`src/rtl/issue_ctrl_pkg.sv`:
```
// issue_pkg: opcode values shared with the ALU, sequencer states and instruction field positions.
// rev 1.0
`default_nettype none

package issue_pkg;

  localparam int XLEN   = 32;
  localparam int REG_AW = 4;

  localparam logic [4:0] OP_NOP  = 5'b00000;
  localparam logic [4:0] OP_ADD  = 5'b00100;
  localparam logic [4:0] OP_SUB  = 5'b00101;
  localparam logic [4:0] OP_SHR  = 5'b00110;
  localparam logic [4:0] OP_SHL  = 5'b00111;
  localparam logic [4:0] OP_AND  = 5'b01000;
  localparam logic [4:0] OP_OR   = 5'b01001;
  localparam logic [4:0] OP_XOR  = 5'b01010;
  localparam logic [4:0] OP_OUTW = 5'b01101;
  localparam logic [4:0] OP_HALT = 5'b11111;

  localparam int OPC_HI = 31;
  localparam int OPC_LO = 27;
  localparam int IMMF_B = 26;
  localparam int RD_HI  = 25;
  localparam int RD_LO  = 22;
  localparam int RS_HI  = 21;
  localparam int RS_LO  = 18;
  localparam int RSV_HI = 17;
  localparam int RSV_LO = 16;
  localparam int IMM_HI = 15;
  localparam int IMM_LO = 0;

  typedef enum logic [2:0] {
    FETCH  = 3'd0,
    DECODE = 3'd1,
    EXEC   = 3'd2,
    WB     = 3'd3,
    OUT    = 3'd4,
    RETIRE = 3'd5,
    HALT   = 3'd6
  } state_e;

  function automatic logic is_alu_op(input logic [4:0] op);
    return (op == OP_ADD) || (op == OP_SUB) || (op == OP_SHR) || (op == OP_SHL) ||
           (op == OP_AND) || (op == OP_OR)  || (op == OP_XOR);
  endfunction

endpackage

`default_nettype wire

```
`src/rtl/issue_ctrl_regfile.sv`:
```
// regfile: NREG x 32 registers, two combinational reads, one synchronous write; R0 is never written.
// rev 1.0
`default_nettype none

module regfile
  import issue_pkg::*;
#(
  parameter int NREG = 16
) (
  input  logic              clk,
  input  logic              rst_n,
  input  logic [REG_AW-1:0] ra1_i,
  output logic [XLEN-1:0]   rd1_o,
  input  logic [REG_AW-1:0] ra2_i,
  output logic [XLEN-1:0]   rd2_o,
  input  logic              we_i,
  input  logic [REG_AW-1:0] wa_i,
  input  logic [XLEN-1:0]   wd_i
);

  logic [XLEN-1:0] regs_q [NREG];

  always_ff @(posedge clk) begin
    if (!rst_n) begin
      for (int i = 0; i < NREG; i++) regs_q[i] <= '0;
    end else if (we_i && (wa_i != '0)) begin
      regs_q[wa_i] <= wd_i;
    end
  end

  // R0 stays at its reset value of zero since writes to it are suppressed
  assign rd1_o = regs_q[ra1_i];
  assign rd2_o = regs_q[ra2_i];

endmodule

`default_nettype wire

```
`src/rtl/issue_ctrl.sv`:
```
// issue_ctrl: fetch/decode/issue sequencer driving an external ALU, with output port and HALT.
// Optional retired-instruction counter enabled by ISSUE_CTRL_RETIRE_CNT_EN. rev 1.0
`default_nettype none

module issue_ctrl
  import issue_pkg::*;
#(
  parameter int PC_W = 16,
  parameter int NREG = 16
) (
  input  logic            clk,
  input  logic            rst_n,
  output logic            imem_req,
  output logic [PC_W-1:0] imem_addr,
  input  logic            imem_valid,
  input  logic [31:0]     imem_data,
  output logic            alu_en,
  output logic            alu_has_imm,
  output logic [4:0]      alu_opcode,
  output logic [31:0]     alu_x1,
  output logic [31:0]     alu_x2,
  output logic [15:0]     alu_imm,
  input  logic [31:0]     alu_y,
  output logic            out_valid,
  output logic [31:0]     out_data,
  input  logic            out_ready,
  output logic            halted,
`ifdef ISSUE_CTRL_RETIRE_CNT_EN
  output logic [31:0]     retired_cnt,
`endif
  output logic            illegal
);

  state_e            state_q;
  logic [PC_W-1:0]   pc_q, pc_d;
  logic [4:0]        opc_q;
  logic              immf_q;
  logic [REG_AW-1:0] rd_q, rs_q;
  logic [15:0]       imm_q;
  logic [XLEN-1:0]   x1_q, x2_q, res_q;
  logic              imem_req_q, alu_en_q, out_valid_q, halted_q, illegal_q;
  logic [XLEN-1:0]   rf_rs, rf_rd;
  logic              rf_we;
  logic              unused_rsvd;

  assign unused_rsvd = ^imem_data[RSV_HI:RSV_LO];
  assign pc_d        = pc_q + {{(PC_W-1){1'b0}}, 1'b1};
  assign rf_we       = (state_q == WB);

  regfile #(.NREG(NREG)) u_rf (
    .clk   (clk),
    .rst_n (rst_n),
    .ra1_i (rs_q),
    .rd1_o (rf_rs),
    .ra2_i (rd_q),
    .rd2_o (rf_rd),
    .we_i  (rf_we),
    .wa_i  (rd_q),
    .wd_i  (res_q)
  );

  always_ff @(posedge clk) begin
    if (!rst_n) begin
      state_q     <= FETCH;
      pc_q        <= '0;
      opc_q       <= '0;
      immf_q      <= 1'b0;
      rd_q        <= '0;
      rs_q        <= '0;
      imm_q       <= '0;
      x1_q        <= '0;
      x2_q        <= '0;
      res_q       <= '0;
      imem_req_q  <= 1'b1;
      alu_en_q    <= 1'b0;
      out_valid_q <= 1'b0;
      halted_q    <= 1'b0;
      illegal_q   <= 1'b0;
    end else begin
      case (state_q)
        FETCH: begin
          if (imem_valid) begin
            opc_q      <= imem_data[OPC_HI:OPC_LO];
            immf_q     <= imem_data[IMMF_B];
            rd_q       <= imem_data[RD_HI:RD_LO];
            rs_q       <= imem_data[RS_HI:RS_LO];
            imm_q      <= imem_data[IMM_HI:IMM_LO];
            imem_req_q <= 1'b0;
            state_q    <= DECODE;
          end
        end
        DECODE: begin
          x1_q <= rf_rs;
          x2_q <= rf_rd;
          if (is_alu_op(opc_q)) begin
            alu_en_q <= 1'b1;
            state_q  <= EXEC;
          end else if (opc_q == OP_OUTW) begin
            out_valid_q <= 1'b1;
            state_q     <= OUT;
          end else if (opc_q == OP_HALT) begin
            halted_q <= 1'b1;
            state_q  <= HALT;
          end else begin
            if (opc_q != OP_NOP) illegal_q <= 1'b1;
            state_q <= RETIRE;
          end
        end
        EXEC: begin
          res_q    <= alu_y;
          alu_en_q <= 1'b0;
          state_q  <= WB;
        end
        WB: state_q <= RETIRE;
        OUT: begin
          // word and valid stay frozen until the consumer takes them
          if (out_ready) begin
            out_valid_q <= 1'b0;
            state_q     <= RETIRE;
          end
        end
        RETIRE: begin
          pc_q       <= pc_d;
          imem_req_q <= 1'b1;
          state_q    <= FETCH;
        end
        HALT: state_q <= HALT;
        default: state_q <= FETCH;
      endcase
    end
  end

`ifdef ISSUE_CTRL_RETIRE_CNT_EN
  logic [31:0] retired_q;

  always_ff @(posedge clk) begin
    if (!rst_n) begin
      retired_q <= '0;
    end else if ((state_q == RETIRE) || ((state_q == DECODE) && (opc_q == OP_HALT))) begin
      retired_q <= retired_q + 32'd1;
    end
  end

  assign retired_cnt = retired_q;
`endif

  assign imem_req    = imem_req_q;
  assign imem_addr   = pc_q;
  assign alu_en      = alu_en_q;
  assign alu_has_imm = immf_q;
  assign alu_opcode  = opc_q;
  assign alu_x1      = x1_q;
  assign alu_x2      = x2_q;
  assign alu_imm     = imm_q;
  assign out_valid   = out_valid_q;
  assign out_data    = x2_q;
  assign halted      = halted_q;
  assign illegal     = illegal_q;

endmodule

`default_nettype wire

```
`config.mk`:
```
export PLATFORM = sky130hd
export DESIGN_NAME = issue_ctrl
export DESIGN_NICKNAME = d
export VERILOG_FILES = /design/src/rtl/issue_ctrl_pkg.sv /design/src/rtl/issue_ctrl_regfile.sv /design/src/rtl/issue_ctrl.sv
export SDC_FILE = /design/constraint.sdc
export NUM_CORES = 1
export LEC_CHECK = 0
export CORE_MARGIN = 3
export CORE_UTILIZATION = 40
export DETAILED_ROUTE_END_ITERATION = 8
export GPL_TIMING_DRIVEN = 0
export PLACE_DENSITY = 0.58
export SLEW_MARGIN = 20
export SYNTH_ARGS = -nofsm -noshare
export SYNTH_HDL_FRONTEND = slang
export SYNTH_SLANG_ARGS = --single-unit
```
`constraint.sdc`:
```
create_clock -name clk -period 4.6 [get_ports clk]
set_input_delay 1.15 -clock clk [delete_from_list [all_inputs] [get_ports clk]]
set_output_delay 1.15 -clock clk [all_outputs]
set_load 0.005 [all_outputs]
```
==> impl_metrics.json, run 1 <==
{
  "powerDensity_nw_per_um2": 413,
  "path_delay_family": "buffers and inverters",
  "async_flop_share": 0,
  "synth-main-ff-cell": "edfxtp_1",
  "synth_area_leader_cell": "edfxtp_1",
  "num_io_pins": 207,
  "cts_tree": "yes",
  "grtUsageTotal": 0.300,
  "cts_sinks": 662,
  "clk_pin_slew_ns": 0.06,
  "drt_iter0_drc": 3647,
  "hold_viol_final": 0,
  "min_period_over_period": 0.833,
  "min_from": "alu_imm[9]$_SDFFE_PN0P_",
  "vias_per_cell": 6.14,
  "grt_max_degree": 33,
  "critPathLaunchType": "input pin",
  "synth_edf_count": 512,
  "cp_slowest_cell": "clkbuf_1",
  "crit_path_max_fanout": 10,
  "cts_buffer_depth": 3,
  "syn_area_um2": 32100,
  "finalPower_mw": 16.1,
  "core-area_um2": 79300,
  "finClkSkew_ns": 0.0286,
  "slew_headroom": 0.145,
  "slew_violations": 0,
  "seq_power_share": 0.438,
  "start_util": 0.405,
  "htree_levels": 3,
  "setup_viol": 0,
  "switching_share": 0.276,
  "drive_gt1_frac": 0.160,
  "grt_pass1_vias": 24052,
  "rsz0062_at_grt": "false",
  "wl_per_cell_um": 32.5,
  "port_buffers": 203,
  "clockRootBuffer": "clkbuf_16",
  "post_cts_buffers": 0,
  "r2r_slack_ns": 1.04,
  "cp-end-kind": "register",
  "reg2reg_from": "rd_q[1]$_SDFFE_PN0P_",
  "ant_nets": 0,
  "fin_hold_ws_ns": 0.458,
  "power_leakage_nw": 13.4,
  "synth.top_cell.area_share": 0.478,
  "crit_buf_inv": 6,
  "critPathRequiredTime_ns": 4.97,
  "ys.warnings.count": 0,
  "dr.pass1.iters": 6,
  "antenna_found_initial": 8,
  "grt_pass1_wl_mm": 175,
  "crit_chain": "buf_2 -> clkbuf_1 -> clkbuf_1 -> o21ai_4 -> buf_16 -> buf_16 -> buf_16",
  "place_hpwl_mm": 86.1,
  "fin_nets": 2843,
  "period_needed_ns": 3.83,
  "ys_seq_area_frac": 0.572,
  "ys_ff_latch": 662,
  "post_cts_resize_count": 0,
  "worst_hold_path.endpoint": "alu_imm[9]$_SDFFE_PN0P_",
  "hp-class": "reg2reg",
  "max_freq_mhz": 261,
  "fp.dieW_um": 289,
  "wirelength_mm": 126,
  "cts_buffers": 73,
  "placementRows": 103,
  "holdPathStages": 2,
  "synth_area_per_cell_um2": 13.2,
  "crit_arrival_ns": 4.20,
  "final_util": 0.492,
  "syn2layout_area_growth_pct": 21.2,
  "insertion_delay_ns": 0.63,
  "status": "complete, no violations",
  "fp.dieH_um": 289,
  "p_switching_mw": 4.44,
  "r2r_end": "u_rf.regs_q[13][2]$_SDFFCE_PN0P_",
  "pwr-share-comb": 0.188,
  "synthTopCellsByArea": "edfxtp_1 (48%), mux4_2 (11%), and2_1 (9.4%)",
  "ir_drop_mv": 0.238,
  "place_congestion": 0.904,
  "crit_type": "in2reg",
  "ctsHoldBuffers": 0,
  "p_int_mw": 11.6,
  "slowest_delay_ns": 0.89,
  "maxCapViolations": 0,
  "crit_top_cell": "buf_16",
  "num_vias": 23851,
  "overflow": 0,
  "yosys.cell_types.count": 51,
  "clkPwrFrac": 0.374,
  "reg2regPathDepth": 7,
  "syn_inst": 2432,
  "dieArea_um2": 83800,
  "drc": 0,
  "tightestPinTransition_ns": 1.28
}
through the flow:
stage / instances / worst slack (ns) / area [um2] / setup TNS [ns]
2_1_floorplan: 2463 / 0.182 / 32300 / 0
3_3_place_gp: 3716 / -3.96 / 35600 / -901.44
3_5_place_dp: 3748 / 0.222 / 36500 / 0
4_1_cts: 3883 / 0.870 / 38900 / 0
5_1_grt: 3885 / 0.783 / 39000 / 0
6_report: 3887 / 0.770 / 39000 / 0
logic make-up (layout without fill, tap and decap cells):
family | Yosys count | count (layout) | synth area share
DFF | 662 | 662 | 0.572
adders and majority gates | 1 | 1 | 0.000389
other | 1 | 35 | 0.000117
AOI/OAI and AO/OA | 351 | 351 | 0.0694
muxes | 385 | 385 | 0.184
buffers and inverters | 257 | 628 | 0.0374
and+or+nand+nor | 760 | 760 | 0.133
xor gates and xnor gates | 15 | 15 | 0.00409
registers in the layout, summed over array words and instances (netlist names), 3 cells and up:
name / flops
u_rf.regs_q: 512
alu_x1: 32
alu_x2: 32
res_q: 32
alu_imm: 16
imem_addr: 16
alu_opcode: 5
rd_q: 4
rs_q: 4
state_q: 3
cell type report:
type                       instances  area, um2
clock inverter                    23        231
buffer                           254       1200
clock buffer                     112       2200
antenna                            3       7.51
multi-input combinational       1544      12800
timing repair buffer             236       2810
tap                             1050       1310
fill                            6850      40300
sequential                       662      18400
inverter                           3       11.3
layout by cell type (no fill, tap or decap), types with 7 or more instances in the layout:
cell             synthesis  routed
nand2_1                145     145
and2_1                 484     484
buf_6                    5       7
xor2_1                  10      10
buf_4                   35      35
o21ai_0                 49      43
buf_2                   54      55
a221oi_1                26      26
clkbuf_16                0      78
a21oi_1                107     107
clkbuf_8                 0      12
nor2_1                  41      41
o22ai_1                 65      65
mux4_2                 159     159
buf_16                   0      20
o21ai_1                 35      32
conb_1                   1      32
a221o_1                 32      32
nand3_1                  8       8
clkdlybuf4s50_1          0     203
clkbuf_1               152     170
edfxtp_1               512     512
nand2b_1                13       7
nor3_1                  38      38
dfxtp_1                150     150
o21ai_4                  0       9
buf_1                    8       7
clkinv_2                 0       8
buf_12                   0       7
mux2_2                  33      33
mux2i_1                187     187
a22o_1                  32      32
cells in the mapped netlist, drive strengths merged (26+ instances only):
cell,n
edfxtp,512
and2,485
mux2i,187
mux4,160
clkbuf,152
dfxtp,150
nand2,145
a21oi,107
buf,102
o21ai,84
o22ai,65
nor2,41
nor3,40
mux2,38
a221o,32
a22o,32
a221oi,26
tightest hold or removal path, delay by kind of cell (launching register included):
family	cells	cell delay [ns]
AO/OA/AOI/OAI	1	0.05
AND/OR/NAND/NOR	1	0.05
flip-flops	1	0.31
worst max path at each step:
stage	slack [ns]	from	cells past startpoint	end
2_1_floorplan	0.18	rst_n	5	u_rf.regs_q[15][0]$_SDFFCE_PN0P_
6_report	0.77	rst_n	7	u_rf.regs_q[7][23]$_SDFFCE_PN0P_
5_1_grt	0.78	rst_n	7	u_rf.regs_q[7][23]$_SDFFCE_PN0P_
3_5_place_dp	0.22	rst_n	7	u_rf.regs_q[7][23]$_SDFFCE_PN0P_
4_1_cts	0.87	rst_n	7	u_rf.regs_q[7][23]$_SDFFCE_PN0P_
3_3_place_gp	-3.96	rst_n	5	u_rf.regs_q[7][23]$_SDFFCE_PN0P_
routing by layer:
metal,vias up,global-route usage,wire [um],part of all wire
met5,-,0.00523,59,0.00047
li1,9703,-,-,-
met4,4,0.152,6540,0.052
met1,11967,0.380,46700,0.37
met3,387,0.0895,15500,0.12
met2,1790,0.466,57300,0.45
power groups by stage:
| stage | clock (mW) | sequential (mW) | combinational [mW] |
|---|---|---|---|
| finish | 6.02 | 7.04 | 3.02 |
| global route | 6.28 | 7.08 | 3.13 |
| CTS | 6.04 | 7.04 | 2.97 |
| detailed placement | 0 | 7.16 | 2.96 |
| global placement | 0 | 7.18 | 2.85 |
| floorplan | 0 | 7.06 | 1.54 |
No activity file was read; power rests on OpenSTA's default activity.
==> inputs of run 2 (changes only) <==
Settings changed: PLACE_DENSITY 0.58 to 0.56.
Clock period 4.6 ns to 3.78 ns, I/O delays scaled along.
==> impl_metrics.json, run 2 (same netlist as run 1, synthesis figures left out) <==
{
  "crit_type": "reg2reg",
  "antenna_found_initial": 5,
  "largest_reg_flops": 512,
  "syn2layout_area_growth_pct": 21.7,
  "wl_per_cell_um": 33.2,
  "setup_viol": 0,
  "clkPwrFrac": 0.384,
  "grt_pass1_vias": 23561,
  "power_leakage_nw": 13.5,
  "seq_power_share": 0.429,
  "crit_path_max_fanout": 10,
  "post_cts_resize_count": 0,
  "cts_buffers": 76,
  "multi_input_area_um2": 12800,
  "max_flop_register": "u_rf.regs_q",
  "start_util": 0.405,
  "r2r_slack_ns": 0.12,
  "crit_arrival_ns": 4.15,
  "port_buffers": 203,
  "num_vias": 23696,
  "ant_nets": 0,
  "wirelength_mm": 129,
  "grt_pass1_wl_mm": 178,
  "ir_drop_mv": 0.305,
  "placementRows": 103,
  "n_fill_cell": 6899,
  "finalPower_mw": 19.9,
  "fin_nets": 2843,
  "rsz0062_at_grt": "false",
  "clockRootBuffer": "clkbuf_16",
  "fp.dieW_um": 289,
  "finClkSkew_ns": 0.0256,
  "powerDensity_nw_per_um2": 510,
  "final_common_cell": "edfxtp_1",
  "regArea_um2": 18400,
  "p_switching_mw": 5.52,
  "maxCapViolations": 0,
  "insertion_delay_ns": 0.63,
  "drt_iter0_drc": 3240,
  "ctsHoldBuffers": 0,
  "grtUsageTotal": 0.308,
  "p_int_mw": 14.4,
  "hp-class": "reg2reg",
  "dieArea_um2": 83800,
  "htree_levels": 3,
  "max_freq_mhz": 273,
  "cts_sinks": 662,
  "drc": 0,
  "drive_gt1_frac": 0.162,
  "holdPathStages": 2,
  "clk_pin_slew_ns": 0.06,
  "place_congestion": 0.892,
  "slew_violations": 0,
  "cts_tree": "yes",
  "mostFrequentLayoutCells": "edfxtp_1 (512), and2_1 (484), clkdlybuf4s50_1 (203)",
  "vias_per_cell": 6.09,
  "period_needed_ns": 3.66,
  "overflow": 0,
  "grt_max_degree": 33,
  "reg2regPathDepth": 7,
  "place_hpwl_mm": 86.9,
  "pwr-share-comb": 0.186,
  "switching_share": 0.277,
  "cts_buffer_depth": 3,
  "critPathLaunchType": "register",
  "post_cts_buffers": 0,
  "status": "complete, no violations",
  "core-area_um2": 79300,
  "critPathRequiredTime_ns": 4.27,
  "fp.dieH_um": 289,
  "slew_headroom": 0.167,
  "cp-end-kind": "register",
  "min_period_over_period": 0.969,
  "fin_hold_ws_ns": 0.457,
  "num_io_pins": 207,
  "tightestPinTransition_ns": 1.25,
  "dr.pass1.iters": 5,
  "hold_viol_final": 0
}
## run 2: area by class of cell
class,count,share of cell area
diodes,5,0.000320
plain buffers,254,0.0306
clock buffers,113,0.0576
clock inverters,28,0.00806
inverters,3,0.000288
multi-input cells,1544,0.328
flip-flops and latches,662,0.470
well taps,1050,0.0336
repair buffers,233,0.0713
## run 2: power by group through the flow
stage / Sequential (mW) / Combinational, mW / Clock [mW]
after floorplan: 8.59 / 1.88 / 0
after global placement: 8.73 / 3.50 / 0
after detailed placement: 8.71 / 3.64 / 0
after CTS: 8.56 / 3.65 / 7.71
after global routing: 8.61 / 3.84 / 7.99
final: 8.57 / 3.72 / 7.66
## run 2: worst paths after layout
check                                            start                               end
worst max register to register    rd_q[1]$_SDFFE_PN0P_  u_rf.regs_q[5][16]$_SDFFCE_PN0P_
worst min register to register  out_valid$_SDFFE_PN0P_            out_valid$_SDFFE_PN0P_
worst max-delay path              rd_q[1]$_SDFFE_PN0P_  u_rf.regs_q[5][16]$_SDFFCE_PN0P_
worst min-delay path            out_valid$_SDFFE_PN0P_            out_valid$_SDFFE_PN0P_
## run 2: per-layer routing
metal,GRT usage,up-vias,share of wire
li1,-,9731,-
met2,0.485,1604,0.46
met5,0,-,0
met4,0.141,0,0.049
met1,0.399,12000,0.38
met3,0.0819,361,0.11
## run 2: critical path: stages, from the launching register on
cell and delay, ns:
dfxtp_1 0.29, clkbuf_1 0.14, nor2b_1 0.12, clkbuf_1 0.62
nand4_1 0.64, nor2_1 0.62, clkbuf_1 0.85, and2_1 0.24
## run 2: through the flow
step	setup WS [ns]	cells	instance area, um2	setup TNS (ns)	utilization
floorplan	-0.433	2463	32300	-53.69	-
global placement	-4.60	3716	35600	-1177.69	0.449
global route	0.118	3888	39100	0	0.493
finish	0.118	3892	39100	0	0.493
CTS	0.132	3886	39100	0	0.493
detailed placement	-0.496	3745	36500	-56.35	0.461
